File: config.mk
export PLATFORM = sky130hd
export DESIGN_NAME = mmio_master
export DESIGN_NICKNAME = d
export VERILOG_FILES = /design/src/rtl/mmio_pkg.sv /design/src/rtl/mmio_slot_decode.sv /design/src/rtl/mmio_master.sv
export SDC_FILE = /design/constraint.sdc
export NUM_CORES = 1
export LEC_CHECK = 0
export BUFFER_PORTS_ARGS = -buffer_cell sky130_fd_sc_hd__buf_2
export CAP_MARGIN = 20
export CORE_AREA = 2 2 147 149
export CTS_CLUSTER_DIAMETER = 50
export DETAILED_ROUTE_END_ITERATION = 10
export DIE_AREA = 0 0 149 151
export GPL_TIMING_DRIVEN = 0
export PLACE_DENSITY = 0.62
export SYNTH_ARGS = -nofsm -noshare
export SYNTH_HDL_FRONTEND = slang
export SYNTH_HIERARCHICAL = 1
export SYNTH_SLANG_ARGS = --single-unit
File: constraint.sdc
create_clock -name clk -period 1.9 [get_ports clk]
set_input_delay 0.38 -clock clk [delete_from_list [all_inputs] [get_ports clk]]
set_output_delay 0.38 -clock clk [all_outputs]
set_load 0.05 [all_outputs]
File: src/rtl/mmio_pkg.sv
// Shared definitions for the MMIO slot initiator.
//   DATA_W      - slot data bus width
//   REG_ADDR_W  - register address width within a slot
//   state_e     - request sequencing states of mmio_master
package mmio_pkg;

  localparam int unsigned DATA_W     = 32;
  localparam int unsigned REG_ADDR_W = 5;

  typedef enum logic [2:0] {
    IDLE,
    ACCESS,
    WAIT,
    ERR,
    DONE
  } state_e;

endpackage

File: src/rtl/mmio_slot_decode.sv
// Combinational slot decode for the MMIO initiator.
//   slot  - slot index taken from the request address
//   cs    - one-hot select, all zero when the index is out of range
//   valid - index addresses an existing slot
module mmio_slot_decode #(
  parameter int unsigned NUM_SLOTS = 8,
  parameter int unsigned SLOT_W    = 3
) (
  input  logic [SLOT_W-1:0]    slot,
  output logic [NUM_SLOTS-1:0] cs,
  output logic                 valid
);

  always_comb begin
    cs = '0;
    for (int unsigned i = 0; i < NUM_SLOTS; i++) begin
      if (slot == SLOT_W'(i)) cs[i] = 1'b1;
    end
  end

  // Indices beyond NUM_SLOTS match no cs bit.
  assign valid = |cs;

endmodule

File: src/rtl/mmio_master.sv
// MMIO slot initiator: takes one core-side request at a time, strobes the addressed slot
// for a single cycle, and returns a one-cycle response pulse.
//   clk, reset            - clock, synchronous active-high reset
//   req_valid/req_ready   - request handshake; req_write, req_addr {slot, reg}, req_wdata
//   rsp_valid             - one-cycle response pulse with rsp_rdata and rsp_err
//   cs, read, write       - slot select and single-cycle strobes
//   reg_addr, wr_data     - register address and write data towards the slot
//   rd_data_bus           - concatenated slot read data, slot i at [32i+31:32i]
module mmio_master
  import mmio_pkg::*;
#(
  parameter int unsigned NUM_SLOTS = 8,
  parameter int unsigned SLOT_W    = 3,
  parameter int unsigned RD_LAT    = 0
) (
  input  logic                           clk,
  input  logic                           reset,
  input  logic                           req_valid,
  output logic                           req_ready,
  input  logic                           req_write,
  input  logic [SLOT_W+REG_ADDR_W-1:0]   req_addr,
  input  logic [DATA_W-1:0]              req_wdata,
  output logic                           rsp_valid,
  output logic [DATA_W-1:0]              rsp_rdata,
  output logic                           rsp_err,
  output logic [NUM_SLOTS-1:0]           cs,
  output logic                           read,
  output logic                           write,
  output logic [REG_ADDR_W-1:0]          reg_addr,
  output logic [DATA_W-1:0]              wr_data,
  input  logic [NUM_SLOTS*DATA_W-1:0]    rd_data_bus
);

  localparam logic [1:0] WAIT_INIT = (RD_LAT > 0) ? 2'(RD_LAT - 1) : 2'd0;

  state_e                 state;
  logic                   lat_write;
  logic [SLOT_W-1:0]      lat_slot;
  logic [1:0]             wait_cnt;
  logic [NUM_SLOTS-1:0]   dec_cs;
  logic                   dec_valid;
  logic [DATA_W-1:0]      slot_rdata;

  mmio_slot_decode #(
    .NUM_SLOTS (NUM_SLOTS),
    .SLOT_W    (SLOT_W)
  ) u_decode (
    .slot  (req_addr[SLOT_W+REG_ADDR_W-1:REG_ADDR_W]),
    .cs    (dec_cs),
    .valid (dec_valid)
  );

  // Read data of the latched slot; only sampled for in-range reads.
  always_comb begin
    slot_rdata = '0;
    for (int unsigned i = 0; i < NUM_SLOTS; i++) begin
      if (lat_slot == SLOT_W'(i)) slot_rdata = rd_data_bus[i*DATA_W +: DATA_W];
    end
  end

  // DONE also accepts, so back-to-back writes issue every two cycles.
  assign req_ready = ((state == IDLE) || (state == DONE)) && !reset;

  always_ff @(posedge clk) begin
    if (reset) begin
      state     <= IDLE;
      lat_write <= 1'b0;
      lat_slot  <= '0;
      wait_cnt  <= '0;
      cs        <= '0;
      read      <= 1'b0;
      write     <= 1'b0;
      reg_addr  <= '0;
      wr_data   <= '0;
      rsp_valid <= 1'b0;
      rsp_rdata <= '0;
      rsp_err   <= 1'b0;
    end else begin
      read      <= 1'b0;
      write     <= 1'b0;
      rsp_valid <= 1'b0;
      unique case (state)
        IDLE, DONE: begin
          cs        <= '0;
          reg_addr  <= '0;
          wr_data   <= '0;
          rsp_rdata <= '0;
          rsp_err   <= 1'b0;
          state     <= IDLE;
          if (req_valid) begin
            lat_write <= req_write;
            lat_slot  <= req_addr[SLOT_W+REG_ADDR_W-1:REG_ADDR_W];
            if (dec_valid) begin
              state    <= ACCESS;
              cs       <= dec_cs;
              read     <= !req_write;
              write    <= req_write;
              reg_addr <= req_addr[REG_ADDR_W-1:0];
              wr_data  <= req_wdata;
            end else begin
              state <= ERR;
            end
          end
        end
        ACCESS: begin
          if (lat_write || (RD_LAT == 0)) begin
            state     <= DONE;
            cs        <= '0;
            rsp_valid <= 1'b1;
            rsp_rdata <= lat_write ? '0 : slot_rdata;
          end else begin
            // cs and reg_addr stay up while the slot produces data.
            state    <= WAIT;
            wait_cnt <= WAIT_INIT;
          end
        end
        WAIT: begin
          if (wait_cnt == 2'd0) begin
            state     <= DONE;
            cs        <= '0;
            rsp_valid <= 1'b1;
            rsp_rdata <= slot_rdata;
          end else begin
            wait_cnt <= wait_cnt - 2'd1;
          end
        end
        ERR: begin
          state     <= DONE;
          rsp_valid <= 1'b1;
          rsp_rdata <= '0;
          rsp_err   <= 1'b1;
        end
        default: state <= IDLE;
      endcase
    end
  end

endmodule
* Word-level counts from Yosys, hierarchy flattened
Index checks and enable logic that the tools add are counted.
** Operators by class
- Add/subtract/negate cells :: 1
- Eq/ne operators :: 19
- Muxes and demuxes :: 34
- Bitwise logic cells :: 4
- Reduce and logical (&&, ||, !) cells :: 20
** Operators by type and width (count)
- $mux W32 :: 12
- $pmux W32 S3 :: 1
- $eq A3 B3 Y1 const B :: 9
- $mux W8 :: 3
- $pmux W8 S3 :: 1
- $eq A3 B2 Y1 const B :: 6
- $mux W5 :: 2
- $eq A3 B1 Y1 const B :: 3
- $logic_not A3 Y1 :: 3
- $mux W1 :: 9
- $pmux W3 S3 :: 1
- $reduce_and A2 Y1 :: 4
- $reduce_or A8 Y1 :: 1
- $reduce_bool A3 Y1 :: 2
- $mux W2 :: 2
- $not A1 Y1 :: 4
- $pmux W1 S2 :: 2
- $reduce_or A2 Y1 :: 2
- $reduce_or A4 Y1 :: 1
- $mux W3 :: 1
- $reduce_or A3 Y1 :: 1
- $logic_not A1 Y1 :: 2
- $logic_not A2 Y1 :: 1
- $ne A2 B2 Y1 const B :: 1
- other kinds (4) :: 4
** Word-level totals
- Register bits after elaboration :: 90
- Output and inout bits :: 82
- Logic and storage cells :: 90

* Longest topological paths before layout
- Depth after elaboration :: 11
- Gate-level depth with buffers :: 8

* Hierarchy
The synthesis kept the hierarchy.
** By module, submodules not included
- mmio_master :: instances 1, cells an instance 569, area an instance 5362.6 µm², sequential area each 1801.7 µm²
- mmio_slot_decode :: instances 1, cells an instance 10, area an instance 76.3 µm², sequential area each 0.0 µm²

* Worst setup path after synthesis
No wires, ideal clock.
- Path type :: input to output
- From :: input reset
- To :: output req_ready
- Data arrival time :: 1828 ps
- Path slack :: -308 ps
- Stages :: 3
- Buffers on the path :: 2
- Cells stage by stage :: clkbuf_1 > clkbuf_1 > nor3_1
** Between the ends
- Longest elaborated chain between the ends :: 2
** Ends and longest elaborated chain
- start: declaration :: line mmio_master.sv:17 : input logic reset,
- $logic_not A1 Y1 :: line mmio_master.sv:62 : assign req_ready = ((state == IDLE) || (state == DONE)) && !reset;
- $logic_and A1 B1 Y1 :: line mmio_master.sv:62
- end: declaration :: line mmio_master.sv:19 : output logic req_ready,
Every way passes these cells.

* Worst setup path in the final report
- From :: register lat_slot[1]
- To :: register rsp_rdata[30]
** Between the ends
- Longest elaborated chain between the ends :: 11
- Elaborated cells between the ends (all ways) :: 19
** Ends and longest elaborated chain
- start: declaration :: line mmio_master.sv:38 : logic [SLOT_W-1:0] lat_slot;
- start signal: assignment :: line mmio_master.sv:92 : lat_slot <= req_addr[SLOT_W+REG_ADDR_W-1:REG_ADDR_W];
- $logic_not A3 Y1 :: line mmio_master.sv:57 : if (lat_slot == SLOT_W'(i)) slot_rdata = rd_data_bus[i*DATA_W +: DATA_W];
- $mux W32 (7 in a row) :: line mmio_master.sv:57
- $mux W32 (*) :: line mmio_master.sv:57
- $mux W32 (on tied branches) :: line mmio_master.sv:118, mmio_master.sv:110
- $pmux W32 S3 (*) :: line mmio_master.sv:82 : unique case (state)
- end signal: assignment :: line mmio_master.sv:110 : rsp_rdata <= lat_write ? '0 : slot_rdata;
- end signal: assignment :: line mmio_master.sv:122 : rsp_rdata <= slot_rdata;
- end: declaration :: line mmio_master.sv:24 : output logic [DATA_W-1:0] rsp_rdata,
Every way passes the cells marked *; elsewhere a longest branch is shown, timed or not. The select of a mux whose other input is x is not followed.
A chain may end at the register's enable or synchronous reset.

==> impl_metrics.csv <==
group,metric,value,unit
worst_setup_path,worstSetupPathType,"reg2reg",
global_routing,antenna_found_initial,4,
sta,fin_skew,0.0108,ns
sta,setup_viol,0,
layout,final_util,0.388,
run,maxCapViolCount,0,
layout,syn_to_final_growth,48.4,%
clock_network,htree_levels,3,
clock_network,clk_pin_slew_worst_paths,0.07,ns
global_routing,grt_remaining_overflow,0,
clock_network,root_buffer,"clkbuf_16",
clock_network,clock_path_buffers,2,
floorplanning,core,20800,µm²
worst_setup_path,startpoint_type,"flop",
yosys,synth_nets,880,
sta,period_share,0.948,
detailed_routing,drtIter0Drc,261,
placement,gp_congestion,0.849,
floorplanning,die-height,151,µm
power,powerDensity,664,nW/µm²
layout,final_layout_size_suffix_gt1_frac,0.489,
clock_network,hold_buffers,0,
yosys,synthTopCellsByArea,"dfxtp_1 (33%), a22o_1 (7.1%), mux2i_1 (7.0%)",
worst_setup_path,end_kind,"flop",
worst_setup_path,path_cells,"buf_4, buf_6, buf_4, clkbuf_4, a32oi_1, a32o_1",
detailed_routing,drt-wirelength-per-cell,20.0,µm
floorplanning,fp.dieArea,22500,µm²
worst_setup_path,worst_ep_arrival_time,2.04,ns
power,vdd.ir_drop.worst,0.400,mV
detailed_routing,ant_nets,0,
floorplanning,start_util,0.261,
layout,n_fill_cell,2140,
yosys,seq_area_frac_synth,0.331,
yosys,synth_top_cells_by_count,"dfxtp_1 (90), a22o_1 (44), nand2b_1 (44)",
placement,dpl.hpwl,20.3,mm
worst_hold_path,hold_class,"in2reg",
yosys,synth-main-ff-cell,"dfxtp_1",
power,finalPower,5.36,mW
yosys,synth_area,5440,µm²
layout,nets,1272,
worst_setup_path,cp_slowest_cell,"dfxtp_1",
sta,slew_headroom,0.551,
clock_network,numCtsBuffers,9,
status,status,"complete, no violations",
clock_network,tritoncts,"built",
yosys,synth_edf_count,0,
detailed_routing,drtPass1Iterations,4,
sta,hold_viol_final,0,
sta,rsz0062_at_grt,"false",
yosys,yosys_warnings,6,
yosys,synth_area_leader_cell,"dfxtp_1",
floorplanning,fp.dieW,149,µm
worst_setup_path,critPathMaxFanout,10,
placement,port_buffers,380,
sta,worst_pin_slew,0.673,ns
yosys,synth-seq-cells,90,
detailed_routing,vias,6301,
yosys,synthArstFlopShare,0,
yosys,yosysTopAreaCellShare,0.331,
clock_network,clk_latency,0.35,ns
sta,max_freq,555,MHz
placement,dpl.cell_count,1234,
detailed_routing,route.detailed.drc,0,
sta,drv_slew,0,
sta,final.min_clock_period,1.80,ns
yosys,synth_area_per_cell,9.39,µm²
yosys,postSynthCellCount,579,
detailed_routing,via_per_inst,5.02,
global_routing,grt_max_degree,17,
detailed_routing,drt_wl_total,25.1,mm
yosys,yosysUniqueCellTypes,53,
global_routing,grt_pass1_vias,6150,
power,leakage,3.72,nW
worst_setup_path,cpMostUsedCell,"buf_4",
worst_setup_path,required,2.14,ns
worst_setup_path,max_stage_delay,0.37,ns
global_routing,grtUsageTotal,0.210,
floorplanning,io_pins,382,
global_routing,grt_pass1_wl,35.4,mm
layout,final_cells,1255,
yosys,yosysMostFrequentCell,"dfxtp_1",
clock_network,clkSinkCount,90,
floorplanning,row_count,53,
sequential cells by signal, summed over array words and instances (netlist names):
register and cells:
state 3, rsp_rdata 32, rsp_err 1, wait_cnt 2, wr_data 32, cs 8
lat_write 1, write 1, rsp_valid 1, reg_addr 5, read 1, lat_slot 3
final timing paths:
| path | startpoint | endpoint | slack, ns | cells after the start |
|---|---|---|---|---|
| setup reg to reg | lat_slot[1] | rsp_rdata[30] | 0.1 | 6 |
| hold reg to reg | lat_write | lat_write | 0.46 | 2 |
| setup / recovery | lat_slot[1] | rsp_rdata[30] | 0.1 | 6 |
| hold / removal | req_write | read | 0.24 | 2 |
per-stage QoR:
step | hold WS, ns | setup TNS [ns] | instance area [µm²] | worst slack (ns)
after detailed placement | 0.448 | -2.04 | 7690 | -0.181
after floorplan | 0.437 | 0 | 5440 | 0.118
after global routing | 0.231 | 0 | 8070 | 0.00335
final | 0.243 | 0 | 8070 | 0.0992
after global placement | 0.444 | -1.11 | 7690 | -0.122
after CTS | 0.227 | 0 | 8020 | 0.00637
worst max-delay path: cells and delay by family, from the launching register on:
family | cells | cell delay, ns
compound gates | 2 | 0.40
flops | 1 | 0.37
buf+inv | 4 | 0.91
power by group:
| group | total, mW | internal, mW | switching (mW) |
|---|---|---|---|
| clock | 1.93 | 1.08 | 0.852 |
| sequential | 2.00 | 1.96 | 0.0460 |
| combinational | 1.43 | 0.600 | 0.827 |
| total | 5.36 | 3.64 | 1.73 |
timing repair:
item,in CTS,in global routing
setup endpoints to repair,21,33
setup buffers,0,1
resized for setup,8,14
pin swaps,0,0
logic make-up (layout without fill, tap and decap cells):
family                   after synthesis  after routing  synth area share
buffers and inverters                 95            492            0.0906
other                                  1              5          0.000689
flip-flops                            90             90             0.331
AO/OA/AOI/OAI                        190            190             0.293
adder cells (fa/ha/maj)                1              1           0.00230
AND/OR/NAND/NOR                      150            150             0.158
XOR/XNOR                               1              1           0.00161
multiplexers                          51             51             0.122
placed cells by master, fill, tap and decap left out, types with 5 or more instances in the layout:
| cell type | synthesis | routed |
|---|---|---|
| nand2b_1 | 44 | 44 |
| buf_2 | 30 | 402 |
| a22o_1 | 44 | 44 |
| a32o_1 | 21 | 21 |
| nor2_1 | 23 | 23 |
| clkbuf_1 | 12 | 8 |
| mux4_2 | 11 | 11 |
| o31a_1 | 8 | 8 |
| inv_1 | 35 | 35 |
| o31ai_1 | 20 | 19 |
| nand2_1 | 12 | 12 |
| a211oi_1 | 21 | 21 |
| nor2b_1 | 23 | 23 |
| clkbuf_16 | 0 | 9 |
| mux2i_1 | 38 | 37 |
| o2111ai_1 | 20 | 20 |
| clkbuf_4 | 0 | 5 |
| buf_4 | 13 | 15 |
| a221oi_1 | 7 | 7 |
| o21ai_1 | 5 | 5 |
| a21oi_1 | 7 | 7 |
| dfxtp_1 | 90 | 89 |
| o221ai_1 | 5 | 5 |
| clkbuf_2 | 0 | 5 |
| nor3_1 | 24 | 23 |
| buf_6 | 3 | 5 |
| a32oi_1 | 24 | 24 |
area by class of cell:
cell class	count	area (µm²)	share of cell area
antenna	4	10.0	0.00124
buffer	60	395	0.0490
clock buffer	11	243	0.0301
clock inverter	5	67.6	0.00837
inverter	35	131	0.0163
multi-input combinational	394	3170	0.393
sequential	90	1800	0.223
tap	275	344	0.0426
timing repair buffer	381	1910	0.236
layer usage:
layer	global-route usage	up-vias	wire (µm)
li1	-	3030	-
met1	0.241	2932	9950
met2	0.365	308	12300
met3	0.0654	31	2180
met4	0.0786	0	587
met5	0	-	0
Note: power is estimated with default switching activity, not from simulation.
